**src/rtl/snake_pkg.sv**
```systemverilog
// Shared types for the snake game core.
//   dir_t       : movement direction. The encoding makes each direction's
//                 reverse equal to the code with bit 1 flipped.
//   state_t     : game FSM states.
//   reverse_dir : returns the opposite direction.
package snake_pkg;

  typedef enum logic [1:0] {
    UP    = 2'd0,
    LEFT  = 2'd1,
    DOWN  = 2'd2,
    RIGHT = 2'd3
  } dir_t;

  typedef enum logic [2:0] {
    IDLE = 3'd0,
    RUN  = 3'd1,
    SCAN = 3'd2,
    MOVE = 3'd3,
    DEAD = 3'd4
  } state_t;

  // UP<->DOWN and LEFT<->RIGHT differ only in bit 1.
  function automatic dir_t reverse_dir(input dir_t d);
    return dir_t'(d ^ 2'b10);
  endfunction

endpackage

```
**src/rtl/snake_if.sv**
```systemverilog
// Pixel-query bus between the VGA renderer (master) and the snake engine
// (slave).
//   q_cx, q_cy         : cell being drawn (master -> slave)
//   head_hit, body_hit : cell holds the head / a body segment (slave -> master)
// The bus has no valid/ready pair: the master presents a cell every cycle
// and the slave answers that cell exactly one cycle later.
interface snake_if #(
  parameter int CX_W = 6,
  parameter int CY_W = 6
);
  logic [CX_W-1:0] q_cx;
  logic [CY_W-1:0] q_cy;
  logic            head_hit;
  logic            body_hit;

  modport master (output q_cx, q_cy, input head_hit, body_hit);
  modport slave  (input q_cx, q_cy, output head_hit, body_hit);
endinterface

```
**src/rtl/snake_dir_ctrl.sv**
```systemverilog
// Direction filter for the snake.
//   master_clk, reset_n : clock, async active-low reset
//   clr                 : synchronous return to RIGHT with no pending request
//   up/left/down/right  : button levels
//   apply               : the update tick is being taken this cycle
//   len_gt1             : snake is longer than one segment (reversal is banned)
//   dir_eff             : direction to use if the step is taken this cycle
// A one-hot, non-reversing button pattern becomes the pending request; the
// latest one wins. A request present in the tick cycle itself overrides the
// stored one. The pending request is re-checked at the tick because the
// snake may have grown since it was captured.
module snake_dir_ctrl
  import snake_pkg::*;
(
  input  logic master_clk,
  input  logic reset_n,
  input  logic clr,
  input  logic up,
  input  logic left,
  input  logic down,
  input  logic right,
  input  logic apply,
  input  logic len_gt1,
  output dir_t dir_eff
);

  dir_t dir;
  dir_t req_d;
  dir_t pend_d;
  logic req_v;
  logic req_ok;
  logic pend_v;
  logic pend_ok;

  always_comb begin
    req_v = 1'b1;
    req_d = UP;
    case ({right, down, left, up})
      4'b0001: req_d = UP;
      4'b0010: req_d = LEFT;
      4'b0100: req_d = DOWN;
      4'b1000: req_d = RIGHT;
      default: req_v = 1'b0;
    endcase
  end

  assign req_ok  = req_v  && !(len_gt1 && (req_d  == reverse_dir(dir)));
  assign pend_ok = pend_v && !(len_gt1 && (pend_d == reverse_dir(dir)));
  assign dir_eff = req_ok ? req_d : (pend_ok ? pend_d : dir);

  always_ff @(posedge master_clk or negedge reset_n) begin
    if (!reset_n) begin
      dir    <= RIGHT;
      pend_v <= 1'b0;
      pend_d <= RIGHT;
    end else if (clr) begin
      dir    <= RIGHT;
      pend_v <= 1'b0;
      pend_d <= RIGHT;
    end else if (apply) begin
      dir    <= dir_eff;
      pend_v <= 1'b0;
    end else if (req_ok) begin
      pend_v <= 1'b1;
      pend_d <= req_d;
    end
  end

endmodule

```
**src/rtl/snake_engine.sv**
```systemverilog
// Snake game-logic core: segment store, step FSM, collision scan, pixel query.
//   master_clk, reset_n : clock, async active-low reset
//   start               : low holds the game in IDLE (synchronous clear)
//   tick                : one-cycle update strobe
//   up/left/down/right  : button levels
//   apple_cx/apple_cy   : apple cell, sampled when a step is decided
//   qry                 : pixel-query bus (slave side), 1-cycle latency
//   apple_eaten         : one-cycle pulse during MOVE when the head eats
//   game_over           : high in DEAD
//   length              : current segment count
//   busy                : high in SCAN/MOVE
//   state_dbg           : current FSM state
module snake_engine
  import snake_pkg::*;
#(
  parameter int MAX_LEN = 16,
  parameter int GRID_W  = 64,
  parameter int GRID_H  = 48,
  parameter int CX_W    = 6,
  parameter int CY_W    = 6,
  localparam int LEN_W  = $clog2(MAX_LEN + 1)
) (
  input  logic             master_clk,
  input  logic             reset_n,
  input  logic             start,
  input  logic             tick,
  input  logic             up,
  input  logic             left,
  input  logic             down,
  input  logic             right,
  input  logic [CX_W-1:0]  apple_cx,
  input  logic [CY_W-1:0]  apple_cy,
  snake_if.slave           qry,
  output logic             apple_eaten,
  output logic             game_over,
  output logic [LEN_W-1:0] length,
  output logic             busy,
  output state_t           state_dbg
);

  localparam int IDX_W = $clog2(MAX_LEN);
  localparam logic [LEN_W-1:0] LEN_ONE = LEN_W'(1);
  localparam logic [LEN_W-1:0] LEN_MAX = LEN_W'(MAX_LEN);
  localparam logic [IDX_W-1:0] IDX_ONE = IDX_W'(1);
  localparam logic [CX_W:0]    X_ONE   = (CX_W+1)'(1);
  localparam logic [CY_W:0]    Y_ONE   = (CY_W+1)'(1);
  localparam logic [CX_W:0]    X_LAST  = (CX_W+1)'(GRID_W - 1);
  localparam logic [CY_W:0]    Y_LAST  = (CY_W+1)'(GRID_H - 1);
  localparam logic [CX_W-1:0]  X_HOME  = CX_W'(GRID_W / 2);
  localparam logic [CY_W-1:0]  Y_HOME  = CY_W'(GRID_H / 2);

  state_t           state;
  dir_t             dir_eff;
  logic [CX_W-1:0]  seg_x [MAX_LEN];
  logic [CY_W-1:0]  seg_y [MAX_LEN];
  logic [CX_W:0]    nh_x;      // one bit wider so the border test sees underflow
  logic [CY_W:0]    nh_y;
  logic [CX_W:0]    step_x;
  logic [CY_W:0]    step_y;
  logic             apple_hit;
  logic [IDX_W-1:0] scan_idx;
  logic [LEN_W-1:0] scan_cnt;  // segments to compare; 0 is legal (length 1)
  logic             step_now;
  logic             step_apple;
  logic             nh_border;
  logic             seg_match;
  logic             scan_done;
  logic             q_head;
  logic             q_body;

  assign state_dbg = state;
  assign step_now  = start && (state == RUN) && tick;

  snake_dir_ctrl u_dir (
    .master_clk (master_clk),
    .reset_n    (reset_n),
    .clr        (!start),
    .up         (up),
    .left       (left),
    .down       (down),
    .right      (right),
    .apply      (step_now),
    .len_gt1    (length > LEN_ONE),
    .dir_eff    (dir_eff)
  );

  always_comb begin
    step_x = {1'b0, seg_x[0]};
    step_y = {1'b0, seg_y[0]};
    case (dir_eff)
      UP:      step_y = {1'b0, seg_y[0]} - Y_ONE;
      DOWN:    step_y = {1'b0, seg_y[0]} + Y_ONE;
      LEFT:    step_x = {1'b0, seg_x[0]} - X_ONE;
      default: step_x = {1'b0, seg_x[0]} + X_ONE;
    endcase
  end

  assign step_apple = (step_x == {1'b0, apple_cx}) && (step_y == {1'b0, apple_cy});
  assign nh_border  = (nh_x == '0) || (nh_x >= X_LAST) || (nh_y == '0) || (nh_y >= Y_LAST);
  assign seg_match  = (LEN_W'(scan_idx) < scan_cnt) &&
                      ({1'b0, seg_x[scan_idx]} == nh_x) && ({1'b0, seg_y[scan_idx]} == nh_y);
  assign scan_done  = (LEN_W'(scan_idx) + LEN_ONE) >= scan_cnt;

  always_comb begin
    q_head = (seg_x[0] == qry.q_cx) && (seg_y[0] == qry.q_cy);
    q_body = 1'b0;
    for (int k = 1; k < MAX_LEN; k++) begin
      if ((LEN_W'(k) < length) && (seg_x[k] == qry.q_cx) && (seg_y[k] == qry.q_cy)) begin
        q_body = 1'b1;
      end
    end
  end

  always_ff @(posedge master_clk or negedge reset_n) begin
    if (!reset_n) begin
      state       <= IDLE;
      length      <= LEN_ONE;
      nh_x        <= '0;
      nh_y        <= '0;
      apple_hit   <= 1'b0;
      scan_idx    <= '0;
      scan_cnt    <= '0;
      apple_eaten <= 1'b0;
      game_over   <= 1'b0;
      busy        <= 1'b0;
      for (int k = 0; k < MAX_LEN; k++) begin
        seg_x[k] <= (k == 0) ? X_HOME : '0;
        seg_y[k] <= (k == 0) ? Y_HOME : '0;
      end
    end else if (!start) begin
      state       <= IDLE;
      length      <= LEN_ONE;
      nh_x        <= '0;
      nh_y        <= '0;
      apple_hit   <= 1'b0;
      scan_idx    <= '0;
      scan_cnt    <= '0;
      apple_eaten <= 1'b0;
      game_over   <= 1'b0;
      busy        <= 1'b0;
      for (int k = 0; k < MAX_LEN; k++) begin
        seg_x[k] <= (k == 0) ? X_HOME : '0;
        seg_y[k] <= (k == 0) ? Y_HOME : '0;
      end
    end else begin
      apple_eaten <= 1'b0;
      case (state)
        IDLE: state <= RUN;
        RUN: begin
          if (tick) begin
            nh_x      <= step_x;
            nh_y      <= step_y;
            apple_hit <= step_apple;
            scan_idx  <= '0;
            // A growing snake keeps its tail, so the tail cell must be scanned.
            scan_cnt  <= (step_apple && (length < LEN_MAX)) ? length : length - LEN_ONE;
            busy      <= 1'b1;
            state     <= SCAN;
          end
        end
        SCAN: begin
          if (nh_border || seg_match) begin
            busy      <= 1'b0;
            game_over <= 1'b1;
            state     <= DEAD;
          end else if (scan_done) begin
            apple_eaten <= apple_hit;
            state       <= MOVE;
          end else begin
            scan_idx <= scan_idx + IDX_ONE;
          end
        end
        MOVE: begin
          // Shifting every slot is harmless: slots at or beyond length are
          // masked out of the query and the scan.
          for (int k = 1; k < MAX_LEN; k++) begin
            seg_x[k] <= seg_x[k-1];
            seg_y[k] <= seg_y[k-1];
          end
          seg_x[0] <= nh_x[CX_W-1:0];
          seg_y[0] <= nh_y[CY_W-1:0];
          if (apple_hit && (length < LEN_MAX)) length <= length + LEN_ONE;
          busy  <= 1'b0;
          state <= RUN;
        end
        DEAD: state <= DEAD;
        default: state <= IDLE;
      endcase
    end
  end

  always_ff @(posedge master_clk or negedge reset_n) begin
    if (!reset_n) begin
      qry.head_hit <= 1'b0;
      qry.body_hit <= 1'b0;
    end else if (!start || (state == IDLE)) begin
      qry.head_hit <= 1'b0;
      qry.body_hit <= 1'b0;
    end else begin
      qry.head_hit <= q_head;
      qry.body_hit <= q_body;
    end
  end

endmodule

```
**src/flat_wrapper.sv**
```systemverilog
// flat-port wrapper written by rule: the top's interface ports become plain ports
module snake_engine_flat import snake_pkg::*;
#(
  parameter int MAX_LEN = 16,
  parameter int GRID_W  = 64,
  parameter int GRID_H  = 48,
  parameter int CX_W    = 6,
  parameter int CY_W    = 6,
  localparam int LEN_W  = $clog2(MAX_LEN + 1)
)
  (master_clk, reset_n, start, tick, up, left, down, right, apple_cx, apple_cy, apple_eaten, game_over, length, busy, state_dbg, qry_q_cx, qry_q_cy, qry_head_hit, qry_body_hit);
  snake_if #(.CX_W(CX_W), .CY_W(CY_W)) qry_i ();
  input  logic master_clk;
  input  logic reset_n;
  input  logic start;
  input  logic tick;
  input  logic up;
  input  logic left;
  input  logic down;
  input  logic right;
  input  logic [CX_W-1:0] apple_cx;
  input  logic [CY_W-1:0] apple_cy;
  output logic apple_eaten;
  output logic game_over;
  output logic [LEN_W-1:0] length;
  output logic busy;
  output state_t state_dbg;
  input wire logic [$bits(qry_i.q_cx)-1:0] qry_q_cx;
  input wire logic [$bits(qry_i.q_cy)-1:0] qry_q_cy;
  output wire logic [$bits(qry_i.head_hit)-1:0] qry_head_hit;
  output wire logic [$bits(qry_i.body_hit)-1:0] qry_body_hit;
  assign qry_i.q_cx = qry_q_cx;
  assign qry_i.q_cy = qry_q_cy;
  assign qry_head_hit = qry_i.head_hit;
  assign qry_body_hit = qry_i.body_hit;
  snake_engine #(.MAX_LEN(MAX_LEN), .GRID_W(GRID_W), .GRID_H(GRID_H), .CX_W(CX_W), .CY_W(CY_W)) u_core (.master_clk(master_clk), .reset_n(reset_n), .start(start), .tick(tick), .up(up), .left(left), .down(down), .right(right), .apple_cx(apple_cx), .apple_cy(apple_cy), .qry(qry_i), .apple_eaten(apple_eaten), .game_over(game_over), .length(length), .busy(busy), .state_dbg(state_dbg));
endmodule
```
**config.mk**
```make
export PLATFORM = sky130hd
export DESIGN_NAME = snake_engine_flat
export DESIGN_NICKNAME = d
export VERILOG_FILES = /design/src/rtl/snake_pkg.sv /design/src/rtl/snake_if.sv /design/src/rtl/snake_dir_ctrl.sv /design/src/rtl/snake_engine.sv /design/src/flat_wrapper.sv
export SDC_FILE = /design/constraint.sdc
export NUM_CORES = 1
export LEC_CHECK = 0
export ABC_AREA = 1
export ABC_CLOCK_PERIOD_IN_PS = 4950
export CORE_MARGIN = 1.5
export CORE_UTILIZATION = 34
export CTS_CLUSTER_DIAMETER = 100
export DETAILED_ROUTE_END_ITERATION = 7
export HOLD_SLACK_MARGIN = 0.12
export SYNTH_ARGS = -nofsm -noshare
export SYNTH_HDL_FRONTEND = slang
export SYNTH_SLANG_ARGS = --single-unit
```
**constraint.sdc**
```tcl
create_clock -name master_clk -period 4.95 [get_ports master_clk]
set_input_delay 1.485 -clock master_clk [delete_from_list [all_inputs] [get_ports master_clk]]
set_output_delay 1.485 -clock master_clk [all_outputs]
set_load 0.1 [all_outputs]
```
==> impl_metrics.xml <==
<?xml version="1.0" encoding="UTF-8"?>
<metrics>
  <group name="synth">
    <metric name="syn_nets" unit="">1912</metric>
    <metric name="postSynth.topFlopCell" unit="">sky130_fd_sc_hd__dfrtp_1</metric>
    <metric name="syn_area" unit="um^2">14500</metric>
    <metric name="synth_edf_count" unit="">0</metric>
    <metric name="synthArstFlopShare" unit="%">100</metric>
    <metric name="syn-instance-count" unit="">1855</metric>
    <metric name="synth.yosys.warnings" unit="">0</metric>
    <metric name="ys_seq_elements" unit="">234</metric>
    <metric name="synth.avg_cell_area" unit="um^2">7.83</metric>
    <metric name="sequential_area_share_after_synthesis" unit="%">40.4</metric>
    <metric name="synth_cell_type_count" unit="">52</metric>
  </group>
  <group name="clock_tree">
    <metric name="tritoncts_clock_tree" unit="">yes</metric>
    <metric name="clock_tree.buffer_depth" unit="">3</metric>
    <metric name="clk_pin_slew" unit="ns">0.06</metric>
    <metric name="post_cts_resized" unit="">0</metric>
    <metric name="clk_latency_worst_skew_pair" unit="ns">0.56</metric>
    <metric name="cts-htree-levels" unit="">1</metric>
    <metric name="clock_sinks" unit="">234</metric>
    <metric name="cts_made_buffers" unit="">29</metric>
    <metric name="cts_hold_buf" unit="">0</metric>
    <metric name="cts.root.buffer_cell" unit="">sky130_fd_sc_hd__clkbuf_16</metric>
    <metric name="post-cts-setup-buffer-count" unit="">0</metric>
  </group>
  <group name="sta">
    <metric name="tns" unit="ns">0</metric>
    <metric name="finalCritPeriodShare" unit="%">93.5</metric>
    <metric name="timing.hold.ws" unit="ns">0.479</metric>
    <metric name="maxSlewViolCount" unit="">0</metric>
    <metric name="tightestPinTransition" unit="ns">1.19</metric>
    <metric name="slew_headroom" unit="%">20.1</metric>
    <metric name="setup_violations" unit="">0</metric>
    <metric name="report.final.hold_viol_count" unit="">0</metric>
    <metric name="maxClockFrequency" unit="MHz">216</metric>
    <metric name="worst_skew" unit="ns">0.0120</metric>
    <metric name="fin_crit_period" unit="ns">4.63</metric>
  </group>
  <group name="setup_path">
    <metric name="critical-path-top-cell-by-count" unit="">sky130_fd_sc_hd__nand2_1</metric>
    <metric name="data_required_time_at_the_worst_endpoint" unit="ns">5.40</metric>
    <metric name="start_kind" unit="">primary input</metric>
    <metric name="worst_setup_path_startpoint" unit="">right</metric>
    <metric name="crit_arrival" unit="ns">5.08</metric>
    <metric name="r2r_cells" unit="">28</metric>
    <metric name="maximum_single_stage_delay_on_the_critical_path" unit="ns">0.50</metric>
    <metric name="path_max_fanout" unit="">8</metric>
    <metric name="setup.worst_path.class" unit="">primary input to flip-flop</metric>
    <metric name="crit_slowest_cell" unit="">sky130_fd_sc_hd__clkdlybuf4s50_1</metric>
    <metric name="reg2reg_from" unit="">u_core.length[4]</metric>
    <metric name="worstSetupEndpointType" unit="">flip-flop</metric>
  </group>
  <group name="route">
    <metric name="drt-pass1-iter-count" unit="">6</metric>
    <metric name="wire_per_inst" unit="um">21.4</metric>
    <metric name="post_dr_vias_cell" unit="">5.71</metric>
    <metric name="drt_first_iter_violations" unit="">1471</metric>
    <metric name="ant_nets" unit="">0</metric>
    <metric name="finalWirelength" unit="mm">52.3</metric>
    <metric name="residual_drc_count" unit="">0</metric>
    <metric name="detailroute.via_count" unit="">13995</metric>
  </group>
  <group name="layout">
    <metric name="drive_above_1_share" unit="%">8.17</metric>
    <metric name="sequential_cell_area" unit="um^2">5870</metric>
    <metric name="final-instance-count-excl-fill" unit="">2449</metric>
    <metric name="synthToLayoutAreaGrowth" unit="%">15.5</metric>
    <metric name="nFillCells" unit="">4287</metric>
    <metric name="nets" unit="">1944</metric>
    <metric name="multi_input_comb_area" unit="um^2">7030</metric>
  </group>
  <group name="die">
    <metric name="die_height" unit="um">210</metric>
    <metric name="core" unit="um^2">42000</metric>
    <metric name="rows" unit="">75</metric>
    <metric name="die_x" unit="um">210</metric>
    <metric name="floorplan.die_area" unit="um^2">44000</metric>
    <metric name="starting_density_of_the_core" unit="%">34.6</metric>
    <metric name="ios" unit="">45</metric>
  </group>
  <group name="grt">
    <metric name="grt_max_degree" unit="">89</metric>
    <metric name="antenna_found_initial" unit="">1</metric>
    <metric name="first_global_vias" unit="">13390</metric>
    <metric name="grt_pass1_wl" unit="mm">80.3</metric>
    <metric name="grtUsageTotal" unit="%">23.6</metric>
    <metric name="global_route.overflow_total" unit="">0</metric>
  </group>
  <group name="placement">
    <metric name="place.gp.congestion" unit="">0.919</metric>
    <metric name="dpl.hpwl" unit="mm">37.0</metric>
    <metric name="numPortBuffers" unit="">44</metric>
    <metric name="dpl.cell_count" unit="">2395</metric>
  </group>
  <group name="flow_run">
    <metric name="drv.max_cap_violation_count" unit="">0</metric>
  </group>
  <group name="pwr">
    <metric name="vdd.ir_drop.worst" unit="mV">0.269</metric>
    <metric name="power.density_cell_area" unit="nW/um^2">356</metric>
    <metric name="leakage" unit="nW">7.53</metric>
  </group>
  <group name="outcome">
    <metric name="outcome" unit="">complete, no violations</metric>
  </group>
  <group name="worst_hold_path">
    <metric name="holdPathStages" unit="">2</metric>
    <metric name="hold_class" unit="">flip-flop to flip-flop</metric>
    <metric name="holdCritStartpoint" unit="">u_core.busy</metric>
  </group>
</metrics>
power breakdown:
group,internal [W],switching [W]
Sequential,0.00197,0.0000836
Combinational,0.000525,0.00110
Clock,0.00142,0.000880
Total,0.00392,0.00207
worst max-delay path, delay by kind of cell:
kind            cells  cell delay, ns
compound gates      4            0.64
fa+ha+maj           1            0.31
buf+inv             5            0.99
simple gates       19            1.67
metrics by stage:
step                      setup slack, ns  area (um^2)  util [%]  total power, W
final                               0.320        16800      39.9         0.00598
after global routing             -0.00913        16800      39.9         0.00626
after CTS                           0.283        16800      39.9         0.00598
after detailed placement           -0.278        15800      37.5         0.00368
after global placement             -0.138        15800      37.5         0.00367
after floorplan                     0.506        14500         -         0.00317
kinds of logic (layout without fill, tap and decap cells):
kind of cell / Yosys count / count (layout) / synth area share (%)
AND/OR/NAND/NOR: 533 / 533 / 17.1
AO/OA/AOI/OAI: 531 / 531 / 22.1
buffers and inverters: 421 / 475 / 11.4
flip-flops: 234 / 234 / 40.4
XOR/XNOR: 111 / 111 / 6.74
adder cells (fa/ha/maj): 25 / 25 / 2.26
other: 0 / 1 / 0
final timing paths:
| kind | to | slack (ns) |
|---|---|---|
| setup reg to reg | u_core.scan_cnt[2] | 0.92 |
| setup / recovery | u_core.scan_cnt[2] | 0.32 |
| hold reg to reg | u_core.busy | 0.48 |
| hold / removal | u_core.busy | 0.48 |
| min in group asynchronous | u_core.seg_x[2] | 0.95 |
| max in group asynchronous | u_core.seg_x[47] | 3.01 |
layer usage:
| metal | share of wire [%] | up-vias | global-route usage (%) |
|---|---|---|---|
| li1 | - | 6430 | - |
| met5 | 0 | - | 0 |
| met1 | 41 | 6837 | 31.0 |
| met2 | 47 | 594 | 38.8 |
| met4 | 4.7 | 0 | 11.2 |
| met3 | 7.2 | 134 | 2.77 |
layout by cell type, fill, tap and decap left out, types with 8 or more instances in the layout:
master and instances:
sky130_fd_sc_hd__a21oi_1 102, sky130_fd_sc_hd__a221oi_1 12, sky130_fd_sc_hd__a22oi_1 64, sky130_fd_sc_hd__buf_4 66
sky130_fd_sc_hd__clkbuf_16 29, sky130_fd_sc_hd__clkdlybuf4s50_1 43, sky130_fd_sc_hd__dfrtp_1 224, sky130_fd_sc_hd__dfstp_2 8
sky130_fd_sc_hd__ha_1 23, sky130_fd_sc_hd__inv_1 299, sky130_fd_sc_hd__nand2_1 256, sky130_fd_sc_hd__nand3_1 119
sky130_fd_sc_hd__nand4_1 40, sky130_fd_sc_hd__nor2_1 63, sky130_fd_sc_hd__nor3_1 10, sky130_fd_sc_hd__nor4_1 14
sky130_fd_sc_hd__o211ai_1 22, sky130_fd_sc_hd__o21ai_0 131, sky130_fd_sc_hd__o22ai_1 166, sky130_fd_sc_hd__o41ai_1 8
sky130_fd_sc_hd__xnor2_1 64, sky130_fd_sc_hd__xor2_1 46
synth_stat cells, drive strengths merged (2+ instances only):
cell	count	area share, %
xnor2	64	3.9
a31oi	3	0.13
nor2	70	2.0
nand3	126	4.7
dfrtp	226	39
a21o	3	0.15
inv	303	7.8
o2111ai	5	0.30
o211ai	22	1.1
o221ai	3	0.18
nand2	263	7.3
nor4	14	0.60
a221oi	12	0.72
xor2	47	2.9
buf	39	1.5
nor3	10	0.34
clkbuf	74	1.9
fa	2	0.28
o22ai	166	7.1
a22oi	64	3.3
o41ai	8	0.48
dfstp	8	1.4
nand3b	5	0.26
a21oi	102	3.5
nand4	40	1.7
or4	2	0.10
o21ai	138	4.8
clkinv	5	0.13
ha	23	2.0
sequential cells by signal, indices dropped and copies added (netlist names), 2 cells and up:
| register | cells |
|---|---|
| u_core.length | 5 |
| u_core.nh_x | 7 |
| u_core.nh_y | 7 |
| u_core.scan_cnt | 5 |
| u_core.scan_idx | 4 |
| u_core.seg_x | 96 |
| u_core.seg_y | 96 |
| u_core.state_dbg | 3 |
| u_core.u_dir.dir | 2 |
| u_core.u_dir.pend_d | 2 |
final cells by class:
cell class	count	share of cell area [%]
clock buffers	41	4.95
clock inverters	12	1.16
repair buffers	114	6.08
multi-input cells	1200	41.9
well taps	539	4.02
diodes	1	0.0149
inverters	308	6.92
flip-flops and latches	234	35.0
Note: power is estimated with default switching activity, not from simulation.
